<file path="config.mk">
export PLATFORM = sky130hd
export DESIGN_NAME = enoc_core_injector
export DESIGN_NICKNAME = d
export VERILOG_FILES = /design/src/rtl/enoc_core_injector_pkg.sv /design/src/rtl/enoc_inj_fifo.sv /design/src/rtl/enoc_core_injector.sv
export SDC_FILE = /design/constraint.sdc
export NUM_CORES = 1
export LEC_CHECK = 0
export CAP_MARGIN = 30
export CORE_UTILIZATION = 50
export CTS_BUF_LIST = sky130_fd_sc_hd__clkbuf_4
export CTS_CLUSTER_SIZE = 20
export DETAILED_ROUTE_END_ITERATION = 8
export PLACE_DENSITY = 0.76
export REMOVE_ABC_BUFFERS = 1
export SYNTH_ARGS = -nofsm -noshare
export SYNTH_HDL_FRONTEND = slang
export SYNTH_SLANG_ARGS = --single-unit
</file>
<file path="constraint.sdc">
create_clock -name clk -period 1.9 [get_ports clk]
set_input_delay 0.38 -clock clk [delete_from_list [all_inputs] [get_ports clk]]
set_output_delay 0.38 -clock clk [all_outputs]
set_load 0.02 [all_outputs]
</file>
<file path="src/rtl/enoc_core_injector_pkg.sv">
// Shared ENoC configuration: node-index width, payload width, packet layout
// and node-id helper used by all mesh endpoints.
package enoc_core_injector_pkg;

  localparam int ENOC_NODE_W = 8;
  localparam int ENOC_DATA_W = 32;
  localparam int ENOC_MAX_NODES = 1 << ENOC_NODE_W;

  typedef logic [ENOC_NODE_W-1:0] node_idx_t;

  typedef struct packed {
    logic                   valid;
    node_idx_t              source;
    node_idx_t              dest;
    logic [ENOC_DATA_W-1:0] data;
  } packet_t;

  // Row-major node numbering across the mesh.
  function automatic node_idx_t enoc_node_id(input int x, input int y, input int x_nodes);
    return node_idx_t'(y * x_nodes + x);
  endfunction

endpackage

</file>
<file path="src/rtl/enoc_inj_fifo.sv">
// Injection queue storage: DEPTH-entry circular buffer, head visible combinationally
// from registered storage. Caller guarantees no write when full and no read when empty.
module enoc_inj_fifo
  import enoc_core_injector_pkg::*;
#(
  parameter int DEPTH = 4
) (
  input  logic                     clk,
  input  logic                     reset_n,
  input  logic                     wr_en,
  input  packet_t                  wr_data,
  input  logic                     rd_en,
  output packet_t                  rd_data,
  output logic [$clog2(DEPTH):0]   count
);

  localparam int PTR_W = $clog2(DEPTH);

  logic [PTR_W-1:0] wr_ptr;
  logic [PTR_W-1:0] rd_ptr;
  packet_t          mem [DEPTH];

  // Pointers wrap for free because DEPTH is a power of two.
  always_ff @(posedge clk or negedge reset_n) begin
    if (!reset_n) begin
      wr_ptr <= '0;
      rd_ptr <= '0;
      count  <= '0;
    end else begin
      if (wr_en) wr_ptr <= wr_ptr + 1'b1;
      if (rd_en) rd_ptr <= rd_ptr + 1'b1;
      case ({wr_en, rd_en})
        2'b10:   count <= count + 1'b1;
        2'b01:   count <= count - 1'b1;
        default: count <= count;
      endcase
    end
  end

  always_ff @(posedge clk) begin
    if (wr_en) mem[wr_ptr] <= wr_data;
  end

  assign rd_data = mem[rd_ptr];

endmodule

</file>
<file path="src/rtl/enoc_core_injector.sv">
// Core-to-router injection port: stamps source, drops bad destinations, queues packets.
// Optional statistics counters are built when ENOC_INJ_STATS_EN is defined.
module enoc_core_injector
  import enoc_core_injector_pkg::*;
#(
  parameter int X_NODES = 4,
  parameter int Y_NODES = 4,
  parameter int X_LOC   = 0,
  parameter int Y_LOC   = 0,
  parameter int DEPTH   = 4
) (
  input  logic        clk,
  input  logic        reset_n,
  input  packet_t     i_pkt,
  input  logic        i_pkt_val,
  output logic        o_pkt_en,
  output packet_t     o_data,
  output logic        o_data_val,
  input  logic        i_en,
`ifdef ENOC_INJ_STATS_EN
  output logic [31:0] o_inj_count,
  output logic [15:0] o_drop_count,
  output logic [31:0] o_stall_count,
`endif
  output logic        o_drop
);

  localparam int CNT_W = $clog2(DEPTH) + 1;
  localparam node_idx_t SRC_ID = enoc_node_id(X_LOC, Y_LOC, X_NODES);
  localparam logic [ENOC_NODE_W:0] NODE_CNT = (ENOC_NODE_W + 1)'(X_NODES * Y_NODES);

  logic [CNT_W-1:0] count;
  packet_t          head;
  packet_t          wr_pkt;
  logic             push;
  logic             pop;
  logic             bad_dest;
  logic             wr_en;

  // Flow control looks only at registered occupancy so the core never sees i_en.
  assign o_pkt_en   = (count < CNT_W'(DEPTH));
  assign o_data_val = (count != '0);

  assign push     = i_pkt_val && o_pkt_en;
  assign pop      = o_data_val && i_en;
  assign bad_dest = ({1'b0, i_pkt.dest} >= NODE_CNT);
  assign wr_en    = push && !bad_dest;

  always_comb begin
    wr_pkt        = i_pkt;
    wr_pkt.source = SRC_ID;
    wr_pkt.valid  = 1'b1;
  end

  always_comb begin
    o_data       = head;
    o_data.valid = o_data_val;
  end

  enoc_inj_fifo #(
    .DEPTH (DEPTH)
  ) u_fifo (
    .clk     (clk),
    .reset_n (reset_n),
    .wr_en   (wr_en),
    .wr_data (wr_pkt),
    .rd_en   (pop),
    .rd_data (head),
    .count   (count)
  );

  always_ff @(posedge clk or negedge reset_n) begin
    if (!reset_n) o_drop <= 1'b0;
    else          o_drop <= push && bad_dest;
  end

`ifdef ENOC_INJ_STATS_EN
  // All counters stick at their maximum rather than wrapping.
  always_ff @(posedge clk or negedge reset_n) begin
    if (!reset_n) begin
      o_inj_count   <= '0;
      o_drop_count  <= '0;
      o_stall_count <= '0;
    end else begin
      if (pop && (o_inj_count != '1))
        o_inj_count <= o_inj_count + 1'b1;
      if (push && bad_dest && (o_drop_count != '1))
        o_drop_count <= o_drop_count + 1'b1;
      if (o_data_val && !i_en && (o_stall_count != '1))
        o_stall_count <= o_stall_count + 1'b1;
    end
  end
`endif

endmodule

</file>
; After elaboration in Yosys (flattened, before gate mapping)
; Memories as Yosys holds them, arrays and structs flattened.
; Cells that the tools add are included.
[word_totals]
mem_bits_rw = 160
inputBits = 53
register_bits = 8
word_cells = 23
n_memories = 1
output_inout_bits = 52
[op_classes]
reduce_logical = 7
eq_ne = 2
n_mux = 3
n_addsub = 4
n_lt_le_gt_ge = 2
[mem_list]
columns = memory, words, width, rd, rd_ports_with_merged_regs, write_ports, line_no
row1 = u_fifo.mem, 4, 40, 1, 0, 1, enoc_inj_fifo.sv:21  ; packet_t mem [DEPTH];
[ops]
columns = operator, count
row1 = >= comparator 8 x 5 -> 1 bit (second input constant), 1
row2 = one-hot mux 3 bit (2 select lines), 1
row3 = adder 2 x 1 -> 2 bit (second input constant), 2
row4 = logical AND 1 bit, 4
row5 = adder 3 x 1 -> 3 bit (second input constant), 1
row6 = < comparator 3 bit (second input constant), 1
row7 = nonzero test 3 bit, 1
row8 = subtractor 3 x 1 -> 3 bit (second input constant), 1
row9 = equality test 2 x 1 -> 1 bit (second input constant), 1
row10 = equality test 2 bit (second input constant), 1
row11 = 2-to-1 mux 1 bit, 2
row12 = nonzero test 2 bit, 1
row13 = zero test 1 bit, 1

; Longest topological paths before layout
[logic_depth]
word_depth = 5
mapped_depth = 10

; Cells and area by module
; From an unflattened synthesis, not the netlist that was laid out.
[hier_totals]
hier_cells = 298
area_unflattened_um2 = 7591.0
[by_module_without_submodules]
columns = mod, area_each_um2, n_inst, cells_per_inst
row1 = enoc_inj_fifo, 7507.2, 1, 288
row2 = enoc_core_injector, 83.8, 1, 10

; Least setup slack after synthesis
; No wires, ideal clock.
[synth_timing]
path_kind = input to register
start = input i_pkt[38] in the netlist's numbering
end = memory u_fifo.mem[0][0] in the netlist's numbering, enable pin
setup_ns = 0.379
path_slack_ns = -0.022
t_arrival_ns = 1.543
cell_stages = 4
path_buffers = 1
cell_sequence = nor4_2 -> and3_1 -> buf_6 -> and2_2
[synth_via]
elab_chain_len = 5
[synth_rtl]
columns = item, line_no
row1 = start: declaration, enoc_core_injector.sv:14  ; input packet_t i_pkt,
row2 = >= comparator 8 x 5 -> 1 bit, enoc_core_injector.sv:46  ; assign bad_dest = ({1'b0, i_pkt.dest} >= NODE_CNT);
row3 = zero test 1 bit, enoc_core_injector.sv:47  ; assign wr_en = push && !bad_dest;
row4 = logical AND 1 bit, enoc_core_injector.sv:47
row5 = 2-to-1 mux 1 bit, enoc_inj_fifo.sv:41  ; if (wr_en) mem[wr_ptr] <= wr_data;
row6 = 2-to-1 mux 1 bit (not written as such), enoc_inj_fifo.sv:41
row7 = end: declaration, enoc_inj_fifo.sv:21
; Every way passes these cells.

==> results.md <==
- Clock-pin slew on the worst setup and hold paths: 0.12 ns
- Status: complete, but fails checks
- Filler cells: 809
- FFs w/ async S/R, synth: 0.0476
- Synth cell types: 23
- Final hold violations: 0
- Hold_ws: 0.134 ns
- Main synth FF type: edfxtp_1
- Pwr dens: 1300 mW/mm²
- Fin. max-slew vios: 0
- Initial Util: 0.521
- Post-Route WL: 11.2 mm
- GRT Total Usage: 0.182
- Pre-CTS WS: -0.404 ns
- Io pins: 105
- Detail Route Antenna Nets: 0
- Synth-to-layout area growth: 26.8%
- Chip height: 115 µm
- Vias post-DR: 2951
- PnR worst setup slack: -0.403 ns
- Crit path launch type: flip-flop
- EDFF count, synth: 160
- Register area share after synthesis: 0.790
- Port bufs: 87
- Hold buffers post-CTS: 0
- Final min period: 2.30 ns
- Post-synth top cells: edfxtp_1, mux4_2, buf_4
- Vias in the first global route: 3123
- Setup CP Type: flip-flop to output pin
- Most common cell in the synthesized netlist: edfxtp_1
- CTS tree: done
- Top area cells in the synthesized netlist: edfxtp_1, mux4_2, dfrtp_1
- Clk_lat worst skew: 0.53 ns
- Layer with the highest usage: met2
- Peak VDD IR: 0.000630 V
- RSZ-0062 raised after global routing: true
- Drt drc: 0
- Worst r2r path cells: 6
- Worst-path fanout max: 8
- Fmax achieved: 434 MHz
- Core Box Area: 0.0122 mm²
- Syn_area_per_cell: 24.3 µm²
- Sequential Area: 0.00501 mm²
- Yosys reg bits: 168
- Pre-Repair DR Iteration Count: 4
- Wire per inst: 19.7 µm
- Nets: 443
- Grt total ovfl: 0
- CP endpoint kind: output pin
- Inserted Diodes: 0
- Met2 Usage GRT: 0.293
- HPWL Detailed: 6.68 mm
- Overall power: 10.5 mW
- Total of max-cap violations: 0
- DR vias/cell: 5.22
- Cell count after synthesis: 261
- Syn. warnings: 0
- Clock sinks: 168
- Share of cells above drive strength 1: 0.383
- CTS max path bufs: 2
- Initial antenna violation count: 0
- Final GP Congestion: 0.716
- Tcrit/Tclk final: 1.21
- CTS Buf Count: 17
- CP arrival: 1.92 ns
- Failing checks: setup timing
- Fin cells: 565
- Placement Rows: 40
- Cell chosen for the clock root: clkbuf_4
- DP Cell Count: 526
- HP Class: input pin to asynchronous set/reset pin
- Global Route met3 Usage: 0.0656
- Largest net degree at the start of global routing: 25
- DIE WIDTH: 115 µm
- Synthesized area: 0.00633 mm²
- Setup violators final: 40
- Setup TNS: -14.47 ns
- H-tree depth: 4
- 1st-iter DRT viols: 177
- Multi-input gate area: 0.00117 mm²
- First-pass GRT wire length: 16.8 mm
- Synth top area share: 0.759
- Die area: 0.0131 mm²
- Grt met1 use: 0.230
- Cell taking the most area after synthesis: edfxtp_1
- Static leakage: 2.74 nW
- Worst EP required: 1.52 ns
- Clk_skew: 0.0165 ns
placed cells by master (no fill, tap or decap), types with 2 or more instances in the layout:
cell type	n
and2_2	4
clkinv_1	4
buf_6	35
xnor2_1	4
inv_2	2
ha_1	4
clkbuf_16	2
buf_4	13
conb_1	8
dfrtp_1	6
clkbuf_4	21
dfrtp_2	2
clkinvlp_4	2
bufinv_16	5
buf_2	4
dlygate4sd2_1	2
edfxtp_1	160
xor2_1	2
clkdlybuf4s50_1	43
clkbuf_2	6
buf_12	11
mux4_2	40
inv_1	5
registers in the layout, summed over array words and instances (netlist names):
register,cells
u_fifo.rd_ptr,2
u_fifo.wr_ptr,2
o_drop,1
u_fifo.mem,160
u_fifo.count,3
what timing repair did:
action                     4_1_cts  5_1_grt
gates resized for setup        140       99
gates cloned                     0        2
hold endpoints to repair         0        0
pin swaps                        0        1
setup endpoints to repair       44       44
buffers inserted                 0        5
logic make-up (layout without fill, tap and decap cells):
| family | Yosys count | after routing | synth area share |
|---|---|---|---|
| buffers and inverters | 27 | 156 | 0.0292 |
| muxes | 42 | 42 | 0.146 |
| adders and majority gates | 6 | 6 | 0.0130 |
| DFF | 168 | 168 | 0.790 |
| xor gates and xnor gates | 6 | 6 | 0.00830 |
| other | 1 | 8 | 0.000592 |
| AOI/OAI and AO/OA | 1 | 1 | 0.00138 |
| and+or+nand+nor | 10 | 10 | 0.0109 |
metal layers:
layer  share of wire  wire length [µm]
met1            0.41              4540
met2            0.52              5790
met3           0.060               664
met4           0.014               155
met5               0                 0
power breakdown:
group          switching [mW]  leakage, nW  internal (mW)
clock network            1.10        0.174           1.22
registers              0.0965         1.53           4.17
logic                    1.80         1.03           2.09
total                    2.99         2.74           7.48
area by class of cell:
| type | count | area share |
|---|---|---|
| tap | 168 | 0.0262 |
| clock inverter | 11 | 0.0224 |
| multi-input combinational | 73 | 0.146 |
| timing repair buffer | 117 | 0.159 |
| inverter | 7 | 0.00327 |
| sequential | 168 | 0.624 |
| clock buffer | 21 | 0.0196 |
final timing paths:
path / start / end / slack (ns)
max: u_fifo.rd_ptr[0]$_DFFE_PN0P_ / o_data[9] / -0.40
min: reset_n / o_drop$_DFF_PN0_ / 0.13
max reg2reg: u_fifo.count[2]$_DFFE_PN0P_ / u_fifo.count[1]$_DFFE_PN0P_ / 0.12
min reg2reg: u_fifo.count[2]$_DFFE_PN0P_ / o_drop$_DFF_PN0_ / 0.50
max in group asynchronous: reset_n / u_fifo.rd_ptr[1]$_DFFE_PN0P_ / 1.46
min in group clk: i_pkt_val / o_drop$_DFF_PN0_ / 0.45
critical path, cell delays in order (launching register included):
cell,delay (ns)
dfrtp_2,0.43
buf_6,0.14
clkbuf_16,0.17
mux4_2,0.51
buf_6,0.15
stage by stage:
step           instance area, µm²  utilization
2_1_floorplan                6200            -
3_3_place_gp                 7590        0.624
3_5_place_dp                 7590        0.624
4_1_cts                      7780        0.640
5_1_grt                      8030        0.660
6_report                     8030        0.660
Power figures use the tool's default switching activity.
